$ cat src/rtl/uart_tx_fifo.sv
// Byte FIFO plus one-at-a-time transmit sequencer feeding uart_tx (datain/wrsig/idle).
// Optional define UART_TX_FIFO_WR_EDGE_EN: enqueue only on the rising edge of wr_en.
module uart_tx_fifo #(
  parameter int unsigned DATA_W       = 8,
  parameter int unsigned DEPTH_LOG2   = 4,
  parameter int unsigned BUSY_TIMEOUT = 4
) (
  input  logic                  clk,
  input  logic                  rst_n,
  input  logic [DATA_W-1:0]     wr_data,
  input  logic                  wr_en,
  input  logic                  ovf_clr,
  input  logic                  tx_busy,
  output logic [DATA_W-1:0]     tx_data,
  output logic                  tx_wrsig,
  output logic                  full,
  output logic                  empty,
  output logic [DEPTH_LOG2:0]   count,
  output logic                  overflow
);

  localparam int unsigned DEPTH = 1 << DEPTH_LOG2;
  localparam int unsigned TW    = $clog2(BUSY_TIMEOUT + 1);
  localparam logic [DEPTH_LOG2:0]   CNT_ONE  = (DEPTH_LOG2+1)'(1);
  localparam logic [DEPTH_LOG2:0]   CNT_FULL = (DEPTH_LOG2+1)'(DEPTH);
  localparam logic [DEPTH_LOG2-1:0] PTR_ONE  = DEPTH_LOG2'(1);
  localparam logic [TW-1:0]         TO_ONE   = TW'(1);
  localparam logic [TW-1:0]         TO_LAST  = TW'(BUSY_TIMEOUT - 1);

  typedef enum logic [2:0] {IDLE, LOAD, STROBE, WAIT_BUSY, WAIT_DONE} state_e;

  state_e                  state_q, state_d;
  logic [DATA_W-1:0]       mem_q [DEPTH];
  logic [DEPTH_LOG2-1:0]   wr_ptr_q, rd_ptr_q;
  logic [DEPTH_LOG2:0]     count_q, count_d;
  logic                    full_q, empty_q;
  logic                    ovf_q, ovf_d;
  logic [DATA_W-1:0]       tx_data_q, tx_data_d;
  logic                    tx_wrsig_q, tx_wrsig_d;
  logic [TW-1:0]           to_cnt_q, to_cnt_d;
  logic                    wr_req, wr_acc, pop;

`ifdef UART_TX_FIFO_WR_EDGE_EN
  logic wr_en_q;
  always_ff @(posedge clk or negedge rst_n) begin
    if (!rst_n) wr_en_q <= 1'b0;
    else        wr_en_q <= wr_en;
  end
  assign wr_req = wr_en & ~wr_en_q;
`else
  assign wr_req = wr_en;
`endif

  always_comb begin
    state_d    = state_q;
    tx_data_d  = tx_data_q;
    tx_wrsig_d = 1'b0;
    to_cnt_d   = to_cnt_q;
    pop        = 1'b0;
    unique case (state_q)
      IDLE: begin
        if (!empty_q && !tx_busy) begin
          pop       = 1'b1;
          tx_data_d = mem_q[rd_ptr_q];
          state_d   = LOAD;
        end
      end
      LOAD: begin
        tx_wrsig_d = 1'b1;
        state_d    = STROBE;
      end
      STROBE: begin
        to_cnt_d = '0;
        state_d  = WAIT_BUSY;
      end
      WAIT_BUSY: begin
        // A transmitter that never acknowledges is abandoned; the byte is not retried.
        if (tx_busy)                  state_d  = WAIT_DONE;
        else if (to_cnt_q == TO_LAST) state_d  = IDLE;
        else                          to_cnt_d = to_cnt_q + TO_ONE;
      end
      WAIT_DONE: begin
        if (!tx_busy) state_d = IDLE;
      end
      default: state_d = IDLE;
    endcase
  end

  // A pop frees a slot in the same cycle, so a write to a full FIFO is taken then.
  always_comb begin
    wr_acc  = wr_req && (!full_q || pop);
    count_d = count_q;
    if (wr_acc && !pop)      count_d = count_q + CNT_ONE;
    else if (!wr_acc && pop) count_d = count_q - CNT_ONE;
    ovf_d = ovf_q;
    if (wr_req && !wr_acc) ovf_d = 1'b1;
    else if (ovf_clr)      ovf_d = 1'b0;
  end

  always_ff @(posedge clk) begin
    if (wr_acc) mem_q[wr_ptr_q] <= wr_data;
  end

  always_ff @(posedge clk or negedge rst_n) begin
    if (!rst_n) begin
      state_q    <= IDLE;
      wr_ptr_q   <= '0;
      rd_ptr_q   <= '0;
      count_q    <= '0;
      full_q     <= 1'b0;
      empty_q    <= 1'b1;
      ovf_q      <= 1'b0;
      tx_data_q  <= '0;
      tx_wrsig_q <= 1'b0;
      to_cnt_q   <= '0;
    end else begin
      state_q    <= state_d;
      if (wr_acc) wr_ptr_q <= wr_ptr_q + PTR_ONE;
      if (pop)    rd_ptr_q <= rd_ptr_q + PTR_ONE;
      count_q    <= count_d;
      full_q     <= (count_d == CNT_FULL);
      empty_q    <= (count_d == '0);
      ovf_q      <= ovf_d;
      tx_data_q  <= tx_data_d;
      tx_wrsig_q <= tx_wrsig_d;
      to_cnt_q   <= to_cnt_d;
    end
  end

  assign tx_data  = tx_data_q;
  assign tx_wrsig = tx_wrsig_q;
  assign full     = full_q;
  assign empty    = empty_q;
  assign count    = count_q;
  assign overflow = ovf_q;

endmodule

$ cat config.mk
export PLATFORM = sky130hd
export DESIGN_NAME = uart_tx_fifo
export DESIGN_NICKNAME = d
export VERILOG_FILES = /design/src/rtl/uart_tx_fifo.sv
export SDC_FILE = /design/constraint.sdc
export NUM_CORES = 1
export LEC_CHECK = 0
export CORE_UTILIZATION = 62
export CTS_BUF_LIST = sky130_fd_sc_hd__clkbuf_8
export CTS_CLUSTER_SIZE = 20
export DETAILED_ROUTE_END_ITERATION = 7
export GPL_ROUTABILITY_DRIVEN = 0
export PLACE_DENSITY = 0.93
export SYNTH_ARGS = -nofsm -noshare
export SYNTH_HDL_FRONTEND = slang
export SYNTH_SLANG_ARGS = --single-unit
export TNS_END_PERCENT = 20
$ cat constraint.sdc
create_clock -name clk -period 3.8 [get_ports clk]
set_input_delay 0.57 -clock clk [delete_from_list [all_inputs] [get_ports clk]]
set_output_delay 0.57 -clock clk [all_outputs]
set_load 0.02 [all_outputs]
[Word-level counts from Yosys, hierarchy flattened]
Memory sizes are Yosys's and may differ from the RTL's. A register that Yosys moved wholly into a read port is not among the register bits.
Cells that the tools add are included.
Word-level totals
  register bits after elaboration: 23
  bits in writable memories: 128
  output and inout port bits: 17
  memories kept: 1
Memory list
  mem_q: words 16, width 8, rd ports 1, clocked after Yosys merged registers in 1, wr ports 1, RTL line 33  | logic [DATA_W-1:0] mem_q [DEPTH];
Operators by class
  $add $sub $neg: 5
  eq/ne operators: 11
  muxes and demuxes: 17
  reductions and logical operators: 19
Operators with widths (number)
  $mux W3: 6
  $pmux W3 S5: 1
  $mux W5: 2
  $eq A3 B2 Y1 const B: 3
  $add A4 B1 Y4 const B: 2
  $ne A2 B2 Y1 const B: 4
  $mux W1: 7
  $logic_not A1 Y1: 6
  $pmux W3 S2: 1
  $reduce_and A3 Y1: 2
  $add A5 B1 Y5 const B: 1
  $eq A5 B5 Y1 const B: 1
  $logic_and A1 B1 Y1: 5
  $logic_not A5 Y1: 1
  $sub A5 B1 Y5 const B: 1
  $reduce_bool A2 Y1: 2
  $add A3 B1 Y3 const B: 1
  $eq A3 B1 Y1 const B: 1
  $eq A3 B3 Y1 const B: 1
  $logic_not A3 Y1: 1
  $ne A3 B3 Y1 const B: 1
  $reduce_and A2 Y1: 1
  $logic_or A1 B1 Y1: 1

[Logic depth before layout (Yosys ltp)]
  depth in word-level cells: 11
  depth in mapped cells: 7
  gate-level depth less buffers: 7

[Worst setup path before layout]
No wires, ideal clock.
  path kind: input to register
  from: in tx_busy
  to: mem mem_q[3][0], enable pin
  library setup time: 0.395 ns
  arrival time: 2.411 ns
  slack: 0.994 ns
  cell stages on the path: 6
  path buffers: 1
  cells stage by stage: or4_4 -> or2_0 -> buf_6 -> nand2_1 -> nand2_1 -> nor4_1
On the way
  word-level cells in the longest chain between the ends: 8
Ends and longest elaborated chain
  start, declared: RTL line 13  | input logic tx_busy,
  $logic_not A1 Y1
  $logic_and A1 B1 Y1: RTL line 62  | if (!empty_q && !tx_busy) begin
  $mux W1: RTL line 62
  $mux W1: RTL line 60  | unique case (state_q)
  $logic_or A1 B1 Y1: RTL line 91  | wr_acc = wr_req && (!full_q || pop);
  $logic_and A1 B1 Y1: RTL line 91
  $mux W1: RTL line 101  | if (wr_acc) mem_q[wr_ptr_q] <= wr_data;
  $mux W1 (implied by the code): RTL line 101
  end, declared: RTL line 33
Every way passes these cells.

[Worst setup path after layout]
  from: in tx_busy
  to: mem mem_q[2][3], enable pin
The elaborated chain is that of the path after synthesis.

==> impl_metrics.toml <==
[run_status]
status = "completed"

[finish]
area_growth_pct = 15.2
antenna_cells = 0
layout-drive-gt1-share_pct = 20.8
nets = 436
fillers = 547
final_common_cell = "edfxtp_1"
final_cell_mix = "edfxtp_1 (128), mux4_2 (32), dfrtp_1 (29), clkdlybuf4s50_1 (29), nor2_1 (25)"

[global_route]
grt_pass1_vias = 3595
met3_usage_pct = 6.27
grt-busiest-layer = "met2"
gr-usage-all-layers_pct = 27.6
grt_util_met2_pct = 43.4
grt_start_max_net_pins = 36
overflow = 0
antenna_found_initial = 0
grt_pass1_wl_um = 21300
met1_usage_pct = 38.5

[sta]
fin_setup_tns_ps = 0
slew_headroom_pct = 28.0
drv_slew = 0
skew_ps = 16.0
holdWs_ps = 487
period_needed_ps = 2770
finalSetupViolCount = 0
worst_slew_pin_slew_ps = 1080
grt_setup_unrepaired = "no"
fmax_ghz = 0.361
finalCritPeriodShare_pct = 72.9
hold_viol = 0
layout_setup_ws_ps = 1030

[routing]
drt_pass1_iterations = 5
via_per_inst = 6.36
wire_per_inst_um = 24.0
detail_route.iter0.violations = 377
drc = 0
drt-total-wl_um = 13400
vias = 3562
antenna_left = 0

[placement]
portBuffers = 29
place_ws_ps = 694
hpwl_um = 8630

[clocking]
post-cts-setup-buffers = 0
cts_root_buf = "clkbuf_8"
cts_resized = 0
clk_path_buf_depth = 2
cts_buffers = 17
hold_buffers = 0
clkLatencyLatePin_ps = 450
htreeDepth = 4
clkTransAtPathRegs_ps = 80
cts_sinks = 159
cts_tree = "yes"

[worst_hold_path]
min_from = "tx_data[3]"
hp-class = "reg -> reg"

[synthesis]
avgSynthCellArea_um2 = 17.8
mappedNetlistNets = 383
ys_ff_latch = 159
syn_inst = 361
synthFlopType = "edfxtp_1"
synth-edff-count = 128
synthDistinctLibCells = 43
yosysWarningCount = 0
async_reset_ff_share_pct = 19.5
ys_seq_area_share_pct = 71.8
syn-cell-area_mm2 = 0.00644

[setup_path]
slowest_delay_ps = 560
path_buf_inv = 3
crit_path_end_kind = "register"
crit_start = "tx_busy"
crit_slowest_cell = "or4_4"
required_ps = 3950
critPathMaxFanout = 18
path_class = "in -> reg"
crit_arrival_ps = 2920
r2r_start = "state_q[2]"
crit_family = "simple AND/OR/NAND/NOR gates"
startpoint_type = "input pin"
path_cells = "clkdlybuf4s50_1 -> or4_4 -> or2_0 -> buf_4 -> nand2_1 -> nand2_1 -> nor4_1 -> buf_4"

[job]
drv_cap = 0

[die]
fp.dieW_um = 104
start_util_pct = 65.0
core_mm2 = 0.00991
num_rows = 36
ioPinCount = 30
die_h_um = 104
die_area_mm2 = 0.0108

[power]
max-vdd-ir-drop_mv = 0.414
p_leak_nw = 2.59
powerDensity_mw_per_mm2 = 738
-- cell type report --
| type | instances | area (um2) | area share (%) |
|---|---|---|---|
| sequential | 159 | 4620 | 62.3 |
| multi-input combinational | 173 | 1700 | 22.9 |
| clock buffer | 17 | 234 | 3.16 |
| inverter | 12 | 45.0 | 0.607 |
| tap | 133 | 166 | 2.24 |
| clock inverter | 15 | 196 | 2.65 |
| timing repair buffer | 51 | 455 | 6.14 |
-- state kept, by name, summed over array words and instances (netlist names) --
signal    count
count         5
empty         1
full          1
mem_q       128
overflow      1
rd_ptr_q      4
state_q       3
to_cnt_q      3
tx_data       8
tx_wrsig      1
wr_ptr_q      4
-- Yosys cell counts (3+ instances only) --
cell type | count | area share (%)
dfrtp_1 | 30 | 12
nand2_1 | 11 | 0.64
inv_1 | 12 | 0.70
o22ai_1 | 6 | 0.58
nor3_1 | 4 | 0.31
a22o_1 | 3 | 0.41
a21oi_1 | 6 | 0.47
nand4_1 | 3 | 0.29
buf_2 | 3 | 0.23
o21ai_0 | 11 | 0.86
mux4_2 | 32 | 11
edfxtp_1 | 128 | 60
mux2i_1 | 17 | 2.6
nor2_1 | 25 | 1.5
a21o_1 | 5 | 0.58
and3_1 | 3 | 0.29
nor4_1 | 5 | 0.49
xnor2_1 | 8 | 1.1
ha_1 | 9 | 1.7
clkbuf_1 | 11 | 0.64
-- cells by family (layout without fill, tap and decap cells) --
group                      count (synthesis)  after routing  synth area share, %
muxes                                     49             49                 13.8
buffers and inverters                     29             95                 1.87
adders and majority gates                  9              9                 1.75
and+or+nand+nor                           66             66                 5.09
DFF                                      159            159                 71.8
xor gates and xnor gates                   9              9                 1.22
AOI/OAI and AO/OA                         40             40                 4.45
-- routing by layer --
layer | routed length [um] | vias to the layer above
li1 | - | 1527
met1 | 5180 | 1824
met2 | 6940 | 190
met3 | 1090 | 21
met4 | 234 | 0
met5 | 0 | -
-- power by group --
group / internal, mW / switching (mW)
sequential: 2.18 / 0.301
clock: 0.711 / 0.613
combinational: 0.802 / 0.868
-- metrics by stage --
step	area, um2	total power, mW	util (%)	std cells
6_report	7420	5.47	74.8	560
5_1_grt	7420	5.71	74.8	560
4_1_cts	7420	5.48	74.8	560
3_5_place_dp	6990	4.16	70.5	528
3_3_place_gp	6990	4.05	70.5	528
2_1_floorplan	6440	3.54	-	361
-- path summary, 6_finish.rpt --
check                         endpoint  slack [ps]  cells after the start
min in group asynchronous     overflow         530                      1
hold reg to reg             tx_data[3]         490                      1
hold / removal              tx_data[3]         490                      1
setup / recovery           mem_q[2][3]        1030                      8
setup reg to reg           mem_q[2][3]        1170                      7
max in group asynchronous  rd_ptr_q[0]        2540                      2
No activity file was read; power rests on OpenSTA's default activity.
